### src/rtl/mc_main_control_if.sv
// Control bus between the multi-cycle MIPS main control FSM and the datapath/memory.
// The controller drives datapath selects and enables; the datapath returns opcode and mem_ready.
interface mc_main_control_if;
    logic [5:0] opcode;
    logic       mem_ready;
    logic       pc_write;
    logic       pc_write_eq;
    logic       pc_write_ne;
    logic       iord;
    logic       mem_read;
    logic       mem_write;
    logic       ir_write;
    logic       mem_to_reg;
    logic       reg_dst;
    logic       reg_write;
    logic       alu_src_a;
    logic [1:0] alu_src_b;
    logic [1:0] alu_op;
    logic [1:0] pc_source;
    logic       illegal_op;
    logic       bus_timeout;
    logic [3:0] state;

    modport master (
        input  opcode, mem_ready,
        output pc_write, pc_write_eq, pc_write_ne, iord, mem_read, mem_write, ir_write,
               mem_to_reg, reg_dst, reg_write, alu_src_a, alu_src_b, alu_op, pc_source,
               illegal_op, bus_timeout, state
    );

    modport slave (
        output opcode, mem_ready,
        input  pc_write, pc_write_eq, pc_write_ne, iord, mem_read, mem_write, ir_write,
               mem_to_reg, reg_dst, reg_write, alu_src_a, alu_src_b, alu_op, pc_source,
               illegal_op, bus_timeout, state
    );
endinterface

### src/rtl/mc_main_control.sv
// Multi-cycle MIPS main control FSM: sequences fetch/decode/execute/memory/writeback,
// drives datapath selects and alu_op, and traps on undefined opcodes or memory timeouts.
module mc_main_control #(
    parameter int unsigned WAIT_W   = 8,
    parameter int unsigned MAX_WAIT = 255
) (
    input  logic              clk,
    input  logic              rst_n,
    mc_main_control_if.master bus
);

    typedef enum logic [3:0] {
        StFetch   = 4'd0,
        StDecode  = 4'd1,
        StMemAddr = 4'd2,
        StMemRd   = 4'd3,
        StMemWb   = 4'd4,
        StMemWr   = 4'd5,
        StExec    = 4'd6,
        StRWb     = 4'd7,
        StBranch  = 4'd8,
        StJump    = 4'd9,
        StImmExec = 4'd10,
        StImmWb   = 4'd11,
        StTrap    = 4'd12
    } state_e;

    localparam logic [5:0] OpR     = 6'b000000;
    localparam logic [5:0] OpLw    = 6'b100011;
    localparam logic [5:0] OpSw    = 6'b101011;
    localparam logic [5:0] OpBeq   = 6'b000100;
    localparam logic [5:0] OpBne   = 6'b000101;
    localparam logic [5:0] OpJ     = 6'b000010;
    localparam logic [5:0] OpAddiu = 6'b001001;

    localparam logic [WAIT_W-1:0] MaxWaitW  = WAIT_W'(MAX_WAIT);
    localparam logic [WAIT_W-1:0] MaxWaitM1 = WAIT_W'(MAX_WAIT - 1);

    state_e            state_q, state_d;
    logic [5:0]        op_q;
    logic [WAIT_W-1:0] wait_cnt_q, wait_cnt_d;
    logic              illegal_q, timeout_q;
    logic              illegal_set, timeout_set;
    logic              timeout_hit;

    logic       pc_write, pc_write_eq, pc_write_ne, iord, mem_read, mem_write, ir_write;
    logic       mem_to_reg, reg_dst, reg_write, alu_src_a;
    logic [1:0] alu_src_b, alu_op, pc_source;

    function automatic logic is_wait_state(input state_e s);
        return (s == StFetch) || (s == StMemRd) || (s == StMemWr);
    endfunction

    // The counter sits one below MAX_WAIT on the last tolerated idle cycle.
    assign timeout_hit = (MAX_WAIT != 0) && !bus.mem_ready && (wait_cnt_q == MaxWaitM1);

    always_ff @(posedge clk or negedge rst_n) begin
        if (!rst_n) begin
            state_q    <= StFetch;
            op_q       <= '0;
            wait_cnt_q <= '0;
            illegal_q  <= 1'b0;
            timeout_q  <= 1'b0;
        end else begin
            state_q    <= state_d;
            wait_cnt_q <= wait_cnt_d;
            illegal_q  <= illegal_q | illegal_set;
            timeout_q  <= timeout_q | timeout_set;
            if (state_q == StDecode) begin
                op_q <= bus.opcode;
            end
        end
    end

    always_comb begin
        state_d     = state_q;
        illegal_set = 1'b0;
        timeout_set = 1'b0;
        pc_write    = 1'b0;
        pc_write_eq = 1'b0;
        pc_write_ne = 1'b0;
        iord        = 1'b0;
        mem_read    = 1'b0;
        mem_write   = 1'b0;
        ir_write    = 1'b0;
        mem_to_reg  = 1'b0;
        reg_dst     = 1'b0;
        reg_write   = 1'b0;
        alu_src_a   = 1'b0;
        alu_src_b   = 2'b00;
        alu_op      = 2'b00;
        pc_source   = 2'b00;

        case (state_q)
            StFetch: begin
                mem_read  = 1'b1;
                alu_src_b = 2'b01;
                if (bus.mem_ready) begin
                    ir_write = 1'b1;
                    pc_write = 1'b1;
                    state_d  = StDecode;
                end else if (timeout_hit) begin
                    state_d     = StTrap;
                    timeout_set = 1'b1;
                end
            end
            StDecode: begin
                alu_src_b = 2'b11;
                case (bus.opcode)
                    OpLw, OpSw:   state_d = StMemAddr;
                    OpR:          state_d = StExec;
                    OpBeq, OpBne: state_d = StBranch;
                    OpJ:          state_d = StJump;
                    OpAddiu:      state_d = StImmExec;
                    default: begin
                        state_d     = StTrap;
                        illegal_set = 1'b1;
                    end
                endcase
            end
            StMemAddr: begin
                alu_src_a = 1'b1;
                alu_src_b = 2'b10;
                state_d   = (op_q == OpSw) ? StMemWr : StMemRd;
            end
            StMemRd: begin
                mem_read = 1'b1;
                iord     = 1'b1;
                if (bus.mem_ready) begin
                    state_d = StMemWb;
                end else if (timeout_hit) begin
                    state_d     = StTrap;
                    timeout_set = 1'b1;
                end
            end
            StMemWb: begin
                reg_write  = 1'b1;
                mem_to_reg = 1'b1;
                state_d    = StFetch;
            end
            StMemWr: begin
                mem_write = 1'b1;
                iord      = 1'b1;
                if (bus.mem_ready) begin
                    state_d = StFetch;
                end else if (timeout_hit) begin
                    state_d     = StTrap;
                    timeout_set = 1'b1;
                end
            end
            StExec: begin
                alu_src_a = 1'b1;
                alu_op    = 2'b11;
                state_d   = StRWb;
            end
            StRWb: begin
                reg_write = 1'b1;
                reg_dst   = 1'b1;
                state_d   = StFetch;
            end
            StBranch: begin
                alu_src_a = 1'b1;
                pc_source = 2'b01;
                if (op_q == OpBne) begin
                    alu_op      = 2'b10;
                    pc_write_ne = 1'b1;
                end else begin
                    alu_op      = 2'b01;
                    pc_write_eq = 1'b1;
                end
                state_d = StFetch;
            end
            StJump: begin
                pc_write  = 1'b1;
                pc_source = 2'b10;
                state_d   = StFetch;
            end
            StImmExec: begin
                alu_src_a = 1'b1;
                alu_src_b = 2'b10;
                state_d   = StImmWb;
            end
            StImmWb: begin
                reg_write = 1'b1;
                state_d   = StFetch;
            end
            StTrap: begin
                state_d = StTrap;
            end
            default: begin
                state_d     = StTrap;
                illegal_set = 1'b1;
            end
        endcase
    end

    always_comb begin
        wait_cnt_d = wait_cnt_q;
        if (bus.mem_ready) begin
            wait_cnt_d = '0;
        end else if (is_wait_state(state_q) && (wait_cnt_q < MaxWaitW)) begin
            wait_cnt_d = wait_cnt_q + WAIT_W'(1);
        end
        if ((state_d != state_q) && is_wait_state(state_d)) begin
            wait_cnt_d = '0;
        end
    end

    // Reset forces outputs low combinationally, so they drop without waiting for a clock.
    assign bus.pc_write    = rst_n & pc_write;
    assign bus.pc_write_eq = rst_n & pc_write_eq;
    assign bus.pc_write_ne = rst_n & pc_write_ne;
    assign bus.iord        = rst_n & iord;
    assign bus.mem_read    = rst_n & mem_read;
    assign bus.mem_write   = rst_n & mem_write;
    assign bus.ir_write    = rst_n & ir_write;
    assign bus.mem_to_reg  = rst_n & mem_to_reg;
    assign bus.reg_dst     = rst_n & reg_dst;
    assign bus.reg_write   = rst_n & reg_write;
    assign bus.alu_src_a   = rst_n & alu_src_a;
    assign bus.alu_src_b   = rst_n ? alu_src_b : 2'b00;
    assign bus.alu_op      = rst_n ? alu_op : 2'b00;
    assign bus.pc_source   = rst_n ? pc_source : 2'b00;
    assign bus.illegal_op  = rst_n & illegal_q;
    assign bus.bus_timeout = rst_n & timeout_q;
    assign bus.state       = rst_n ? state_q : 4'd0;

endmodule

### src/flat_wrapper.sv
// flat-port wrapper written by rule: the top's interface ports become plain ports
module mc_main_control_flat 
#(
    parameter int unsigned WAIT_W   = 8,
    parameter int unsigned MAX_WAIT = 255
)
  (clk, rst_n, bus_opcode, bus_mem_ready, bus_pc_write, bus_pc_write_eq, bus_pc_write_ne, bus_iord, bus_mem_read, bus_mem_write, bus_ir_write, bus_mem_to_reg, bus_reg_dst, bus_reg_write, bus_alu_src_a, bus_alu_src_b, bus_alu_op, bus_pc_source, bus_illegal_op, bus_bus_timeout, bus_state);
  mc_main_control_if bus_i ();
  input  logic clk;
  input  logic rst_n;
  input wire logic [$bits(bus_i.opcode)-1:0] bus_opcode;
  input wire logic [$bits(bus_i.mem_ready)-1:0] bus_mem_ready;
  output wire logic [$bits(bus_i.pc_write)-1:0] bus_pc_write;
  output wire logic [$bits(bus_i.pc_write_eq)-1:0] bus_pc_write_eq;
  output wire logic [$bits(bus_i.pc_write_ne)-1:0] bus_pc_write_ne;
  output wire logic [$bits(bus_i.iord)-1:0] bus_iord;
  output wire logic [$bits(bus_i.mem_read)-1:0] bus_mem_read;
  output wire logic [$bits(bus_i.mem_write)-1:0] bus_mem_write;
  output wire logic [$bits(bus_i.ir_write)-1:0] bus_ir_write;
  output wire logic [$bits(bus_i.mem_to_reg)-1:0] bus_mem_to_reg;
  output wire logic [$bits(bus_i.reg_dst)-1:0] bus_reg_dst;
  output wire logic [$bits(bus_i.reg_write)-1:0] bus_reg_write;
  output wire logic [$bits(bus_i.alu_src_a)-1:0] bus_alu_src_a;
  output wire logic [$bits(bus_i.alu_src_b)-1:0] bus_alu_src_b;
  output wire logic [$bits(bus_i.alu_op)-1:0] bus_alu_op;
  output wire logic [$bits(bus_i.pc_source)-1:0] bus_pc_source;
  output wire logic [$bits(bus_i.illegal_op)-1:0] bus_illegal_op;
  output wire logic [$bits(bus_i.bus_timeout)-1:0] bus_bus_timeout;
  output wire logic [$bits(bus_i.state)-1:0] bus_state;
  assign bus_i.opcode = bus_opcode;
  assign bus_i.mem_ready = bus_mem_ready;
  assign bus_pc_write = bus_i.pc_write;
  assign bus_pc_write_eq = bus_i.pc_write_eq;
  assign bus_pc_write_ne = bus_i.pc_write_ne;
  assign bus_iord = bus_i.iord;
  assign bus_mem_read = bus_i.mem_read;
  assign bus_mem_write = bus_i.mem_write;
  assign bus_ir_write = bus_i.ir_write;
  assign bus_mem_to_reg = bus_i.mem_to_reg;
  assign bus_reg_dst = bus_i.reg_dst;
  assign bus_reg_write = bus_i.reg_write;
  assign bus_alu_src_a = bus_i.alu_src_a;
  assign bus_alu_src_b = bus_i.alu_src_b;
  assign bus_alu_op = bus_i.alu_op;
  assign bus_pc_source = bus_i.pc_source;
  assign bus_illegal_op = bus_i.illegal_op;
  assign bus_bus_timeout = bus_i.bus_timeout;
  assign bus_state = bus_i.state;
  mc_main_control #(.WAIT_W(WAIT_W), .MAX_WAIT(MAX_WAIT)) u_core (.clk(clk), .rst_n(rst_n), .bus(bus_i));
endmodule
### config.mk
export PLATFORM = sky130hd
export DESIGN_NAME = mc_main_control_flat
export DESIGN_NICKNAME = d
export VERILOG_FILES = /design/src/rtl/mc_main_control_if.sv /design/src/rtl/mc_main_control.sv /design/src/flat_wrapper.sv
export SDC_FILE = /design/constraint.sdc
export NUM_CORES = 1
export LEC_CHECK = 0
export ABC_AREA = 1
export CAP_MARGIN = 20
export CELL_PAD_IN_SITES_DETAIL_PLACEMENT = 0
export CELL_PAD_IN_SITES_GLOBAL_PLACEMENT = 1
export CORE_ASPECT_RATIO = 1.75
export CORE_MARGIN = 2
export CORE_UTILIZATION = 39
export CTS_CLUSTER_SIZE = 40
export DETAILED_ROUTE_END_ITERATION = 7
export PLACE_DENSITY = 0.84
export SYNTH_ARGS = -nofsm -noshare
export SYNTH_HDL_FRONTEND = slang
export SYNTH_SLANG_ARGS = --single-unit
export TNS_END_PERCENT = 50
### constraint.sdc
create_clock -name clk -period 3.15 [get_ports clk]
set_input_delay 0.63 -clock clk [delete_from_list [all_inputs] [get_ports clk]]
set_output_delay 0.63 -clock clk [all_outputs]
set_load 0.05 [all_outputs]
# Word level (Yosys, flattened, before mapping)
# Cells that the tools add are included.
[classes]
eq_ne = 24
n_lt_le_gt_ge = 1
n_reduce_logical = 23
addsub = 1
bitwise = 15
mux = 37
[ops]
columns = ["operator", "n"]
rows = [
  ["one-hot mux 4 bit (8 select lines)", 1],
  ["two-way mux 8 bit", 3],
  ["equality test 4 x 3 -> 1 bit (second input constant)", 5],
  ["equality test 4 bit (second input constant)", 5],
  ["two-way mux 4 bit", 5],
  ["one-hot mux 4 bit (5 select lines)", 1],
  ["equality test 6 x 3 -> 1 bit (second input constant)", 3],
  ["equality test 6 bit (second input constant)", 3],
  ["two-way mux 1 bit", 17],
  ["AND 1 bit", 13],
  ["equality test 4 x 2 -> 1 bit (second input constant)", 3],
  ["OR reduction 12 bit", 1],
  ["OR reduction 2 bit", 5],
  ["adder 8 x 1 -> 8 bit (second input constant)", 1],
  ["equality test 8 bit (second input constant)", 1],
  ["logical NOT 4 bit", 2],
  ["< comparator 8 bit (second input constant)", 1],
  ["two-way mux 2 bit", 4],
  ["one-hot mux 2 bit (2 select lines)", 2],
  ["OR reduction 7 bit", 1],
  ["equality test 6 x 2 -> 1 bit (second input constant)", 1],
  ["equality test 6 x 4 -> 1 bit (second input constant)", 1],
  ["logical NOT 6 bit", 1],
  ["one-hot mux 2 bit (3 select lines)", 1],
  ["other kinds (12)", 20],
]
[totals]
out_inout_bits = 23
elab_cells = 106
register_bits = 20
input_bits = 9

# Longest topological paths before layout
[depth]
ltp_word = 10
ltp_mapped = 16
mapped_depth_nobuf = 16

# Worst setup path after synthesis
# OpenSTA, ideal clock, no wires.
[synth_path]
path_type = "input to output"
startpoint = "input port rst_n"
endpoint = "output port bus_alu_op[0]"
cell_stages = 5
path_slack_ns = -0.030
t_arrival_ns = 2.550
n_path_buf = 1
path_cell_list = "clkbuf_1 nand2_1 inv_1 nand2_1 o21ai_0"
[synth_via]
elab_chain_len = 1
[synth_lines]
columns = ["item", "line", "source"]
rows = [
  ["from (decl)", "flat_wrapper.sv:10", "input logic rst_n;"],
  ["two-way mux 2 bit", "mc_main_control.sv:222", "assign bus.alu_op = rst_n ? alu_op : 2'b00;"],
  ["to (decl)", "flat_wrapper.sv:25", "output wire logic [$bits(bus_i.alu_op)-1:0] bus_alu_op;"],
]
# No other way between the ends.

# Worst setup path after layout
# Same ends and word-level chain as after synthesis.

==> flow_summary.yaml <==
routing:
  routed_wl_um: 4030
  avgViaCountPerCell: 4.97
  vias: 1634
  post_drt_wl_per_cell_um: 12.3
  drtIter0Drc: 42
  ant_nets: 0
  first_pass_iters: 4
  drc: 0
floorplanning:
  die_x_um: 52.5
  core.rowCount: 30
  io_pins: 32
  core-area_mm2: 0.00390
  dieArea_mm2: 0.00467
  die_h_um: 88.9
  initial_utilization_pct: 41.1
final_layout:
  layout.nets: 293
  n_antenna_cell: 0
  instances_no_fill: 329
  syn_to_final_growth_pct: 41.1
  drive_above_1_share_pct: 23.8
timing:
  final.setup.worst_slack_ns: 0.457
  finalSetupViolations: 0
  skew_ns: 0.00231
  period_share_pct: 85.5
  finalMaxSlewViolations: 0
  tightest_slew_ns: 0.389
  whs_ns: 0.471
  rsz0062_at_grt: "no"
  hold_violations: 0
  max_freq_ghz: 0.371
  slew_headroom_pct: 73.9
  tns_ns: 0
  min_period_ns: 2.69
worst_setup_path:
  crit_fanout: 11
  critPathRequiredTime_ns: 2.52
  critical_path_class: "in2out"
  worst_ep_arrival_time_ns: 2.06
  crit_family: "buffers and inverters"
  slowest_delay_ns: 0.54
  path_cells: "clkdlybuf4s50_1 > inv_1 > nor2_1 > nand2_1 > o21ai_0 > buf_12"
  crit_slowest_cell: "clkdlybuf4s50_1"
  cp-start-kind: "input port"
  endpoint_kind: "output port"
  path_buf_inv: 3
logic_synthesis:
  ys_seq_elements: 20
  synth-simple-area-share_pct: 46.5
  yosys-top-cells-area: "dfrtp_1, nand2_1, inv_1"
  synthMuxAreaShare_pct: 0
  syn_avg_cell_area_um2: 6.50
  synth_top_area_cell: "dfrtp_1"
  synth_top_family_by_area: "simple AND/OR/NAND/NOR gates"
  yosysWarnings: 0
  synth_fa_ha_area_share_pct: 1.56
  synth_xor_xnor_area_share_pct: 3.82
  synth_fp_nets: 258
  synth_compound_area_share_pct: 7.56
  synth_top_area_share_pct: 31.2
  ys_seq_area_share_pct: 31.2
  synthesis.area_mm2: 0.00161
  synth_cells: 247
  synth_cell_types: 29
clock_network:
  cts_buffers: 3
  post_cts_buffers: 0
  ctsResizeCount: 0
  insertion_delay_ns: 0.25
  cts.reportedPaths.clkPinSlew_ns: 0.07
  hold_buffers: 0
  cts_tree: "done"
  clockRootBuffer: "clkbuf_8"
  cts.htree.levels: 1
  cts.sinks: 20
  clockBufferDepth: 2
global_route:
  grt_usage_pct: 19.8
  grt_pass1_wl_um: 6960
  first_global_vias: 1651
  antenna_found_initial: 0
  grt_start_max_net_pins: 22
  grt.overflow.total: 0
power:
  ir_drop_uv: 436
  p_leak_nw: 1.13
  p_per_area_mw_per_mm2: 734
placement:
  dp.cells: 325
  dp_hpwl_um: 3400
  port_buffers: 31
  gp_congestion: 0.889
  dp_worst_setup_slack_ns: 0.446
run:
  max-cap-violations: 0
hold_path:
  hold_path_class: "reg2reg"
run_status:
  status: "finished clean"
## area by class of cell
| cell class | count | area, um^2 |
|---|---|---|
| inverters | 37 | 139 |
| repair buffers | 33 | 556 |
| multi-input cells | 187 | 955 |
| clock buffers | 4 | 55.1 |
| flip-flops and latches | 20 | 500 |
| well taps | 48 | 60.1 |
| fillers | 392 | 1640 |
## worst paths after layout
check | start | to | slack [ns] | depth (start not counted)
max in group asynchronous | rst_n | u_core.illegal_q | 2.11 | 2
min in group asynchronous | rst_n | u_core.wait_cnt_q[2] | 0.75 | 2
setup / recovery | rst_n | bus_alu_op[0] | 0.46 | 6
hold / removal | u_core.timeout_q | u_core.timeout_q | 0.47 | 2
setup reg to reg | u_core.state_q[0] | u_core.wait_cnt_q[4] | 1.08 | 12
hold reg to reg | u_core.timeout_q | u_core.timeout_q | 0.47 | 2
## cells in the mapped netlist
master / count
a21oi_1: 7
a21oi_2: 1
a31oi_1: 1
and2_1: 1
clkbuf_1: 3
dfrtp_1: 20
ha_1: 2
inv_1: 32
inv_2: 5
nand2_1: 73
nand2_2: 8
nand2_4: 1
nand3_1: 7
nand3_2: 3
nand4_1: 5
nand4_4: 1
nor2_1: 32
nor2_2: 15
nor2_4: 3
nor3_1: 4
nor3b_1: 1
nor4_1: 1
o21a_1: 1
o21ai_0: 9
o21ai_1: 2
o21ai_2: 1
or2_0: 1
xnor2_1: 3
xor2_1: 4
## worst reg2reg max path, stage by stage (launching register included)
cell,delay (ns)
dfrtp_1,0.43
inv_1,0.19
nor2_4,0.06
nand2_2,0.23
inv_2,0.11
o21ai_1,0.21
nand2_1,0.08
nor2_1,0.15
nand2_1,0.09
a21oi_2,0.14
nand2_2,0.08
nand2_4,0.14
nor2_2,0.05
## report_power, final
group	leakage [nW]	switching, mW	total [mW]	internal (mW)
Sequential	0.254	0.0716	0.393	0.321
Combinational	0.849	0.671	1.08	0.405
Clock	0.0288	0.0828	0.194	0.111
## flip-flops by register name (all words and copies together) (netlist names)
signal / cells
u_core.illegal_q: 1
u_core.op_q: 6
u_core.state_q: 4
u_core.timeout_q: 1
u_core.wait_cnt_q: 8
## stage by stage
step           instance area [um^2]  power [mW]  util (%)
6_report                       2260        1.66      58.0
5_1_grt                        2260        1.79      58.0
4_1_cts                        2260        1.68      58.0
3_5_place_dp                   2210        1.48      56.6
3_3_place_gp                   2210        1.48      56.6
2_1_floorplan                  1610        1.10         -
## logic make-up after synthesis
kind of cell,count (synthesis)
buffers and inverters,40
adder cells (fa/ha/maj),2
XOR/XNOR,7
AO/OA/AOI/OAI,22
AND/OR/NAND/NOR,156
flip-flops,20
## layout by cell type, fill, tap and decap left out, drive strengths merged, types with 6 or more instances in the layout
| master | count |
|---|---|
| nand4 | 6 |
| clkdlybuf4s50 | 8 |
| nand2 | 82 |
| nor2 | 50 |
| buf | 25 |
| nand3 | 10 |
| o21ai | 12 |
| a21oi | 8 |
| dfrtp | 20 |
| inv | 37 |
## routing by layer
metal / part of all wire [%] / global-route usage [%] / vias up
li1: - / - / 837
met1: 37 / 21.1 / 733
met2: 54 / 34.3 / 47
met3: 3.2 / 3.04 / 17
met4: 5.3 / 14.2 / 0
met5: 0 / 0 / -
(Power assumes the default switching activity.)
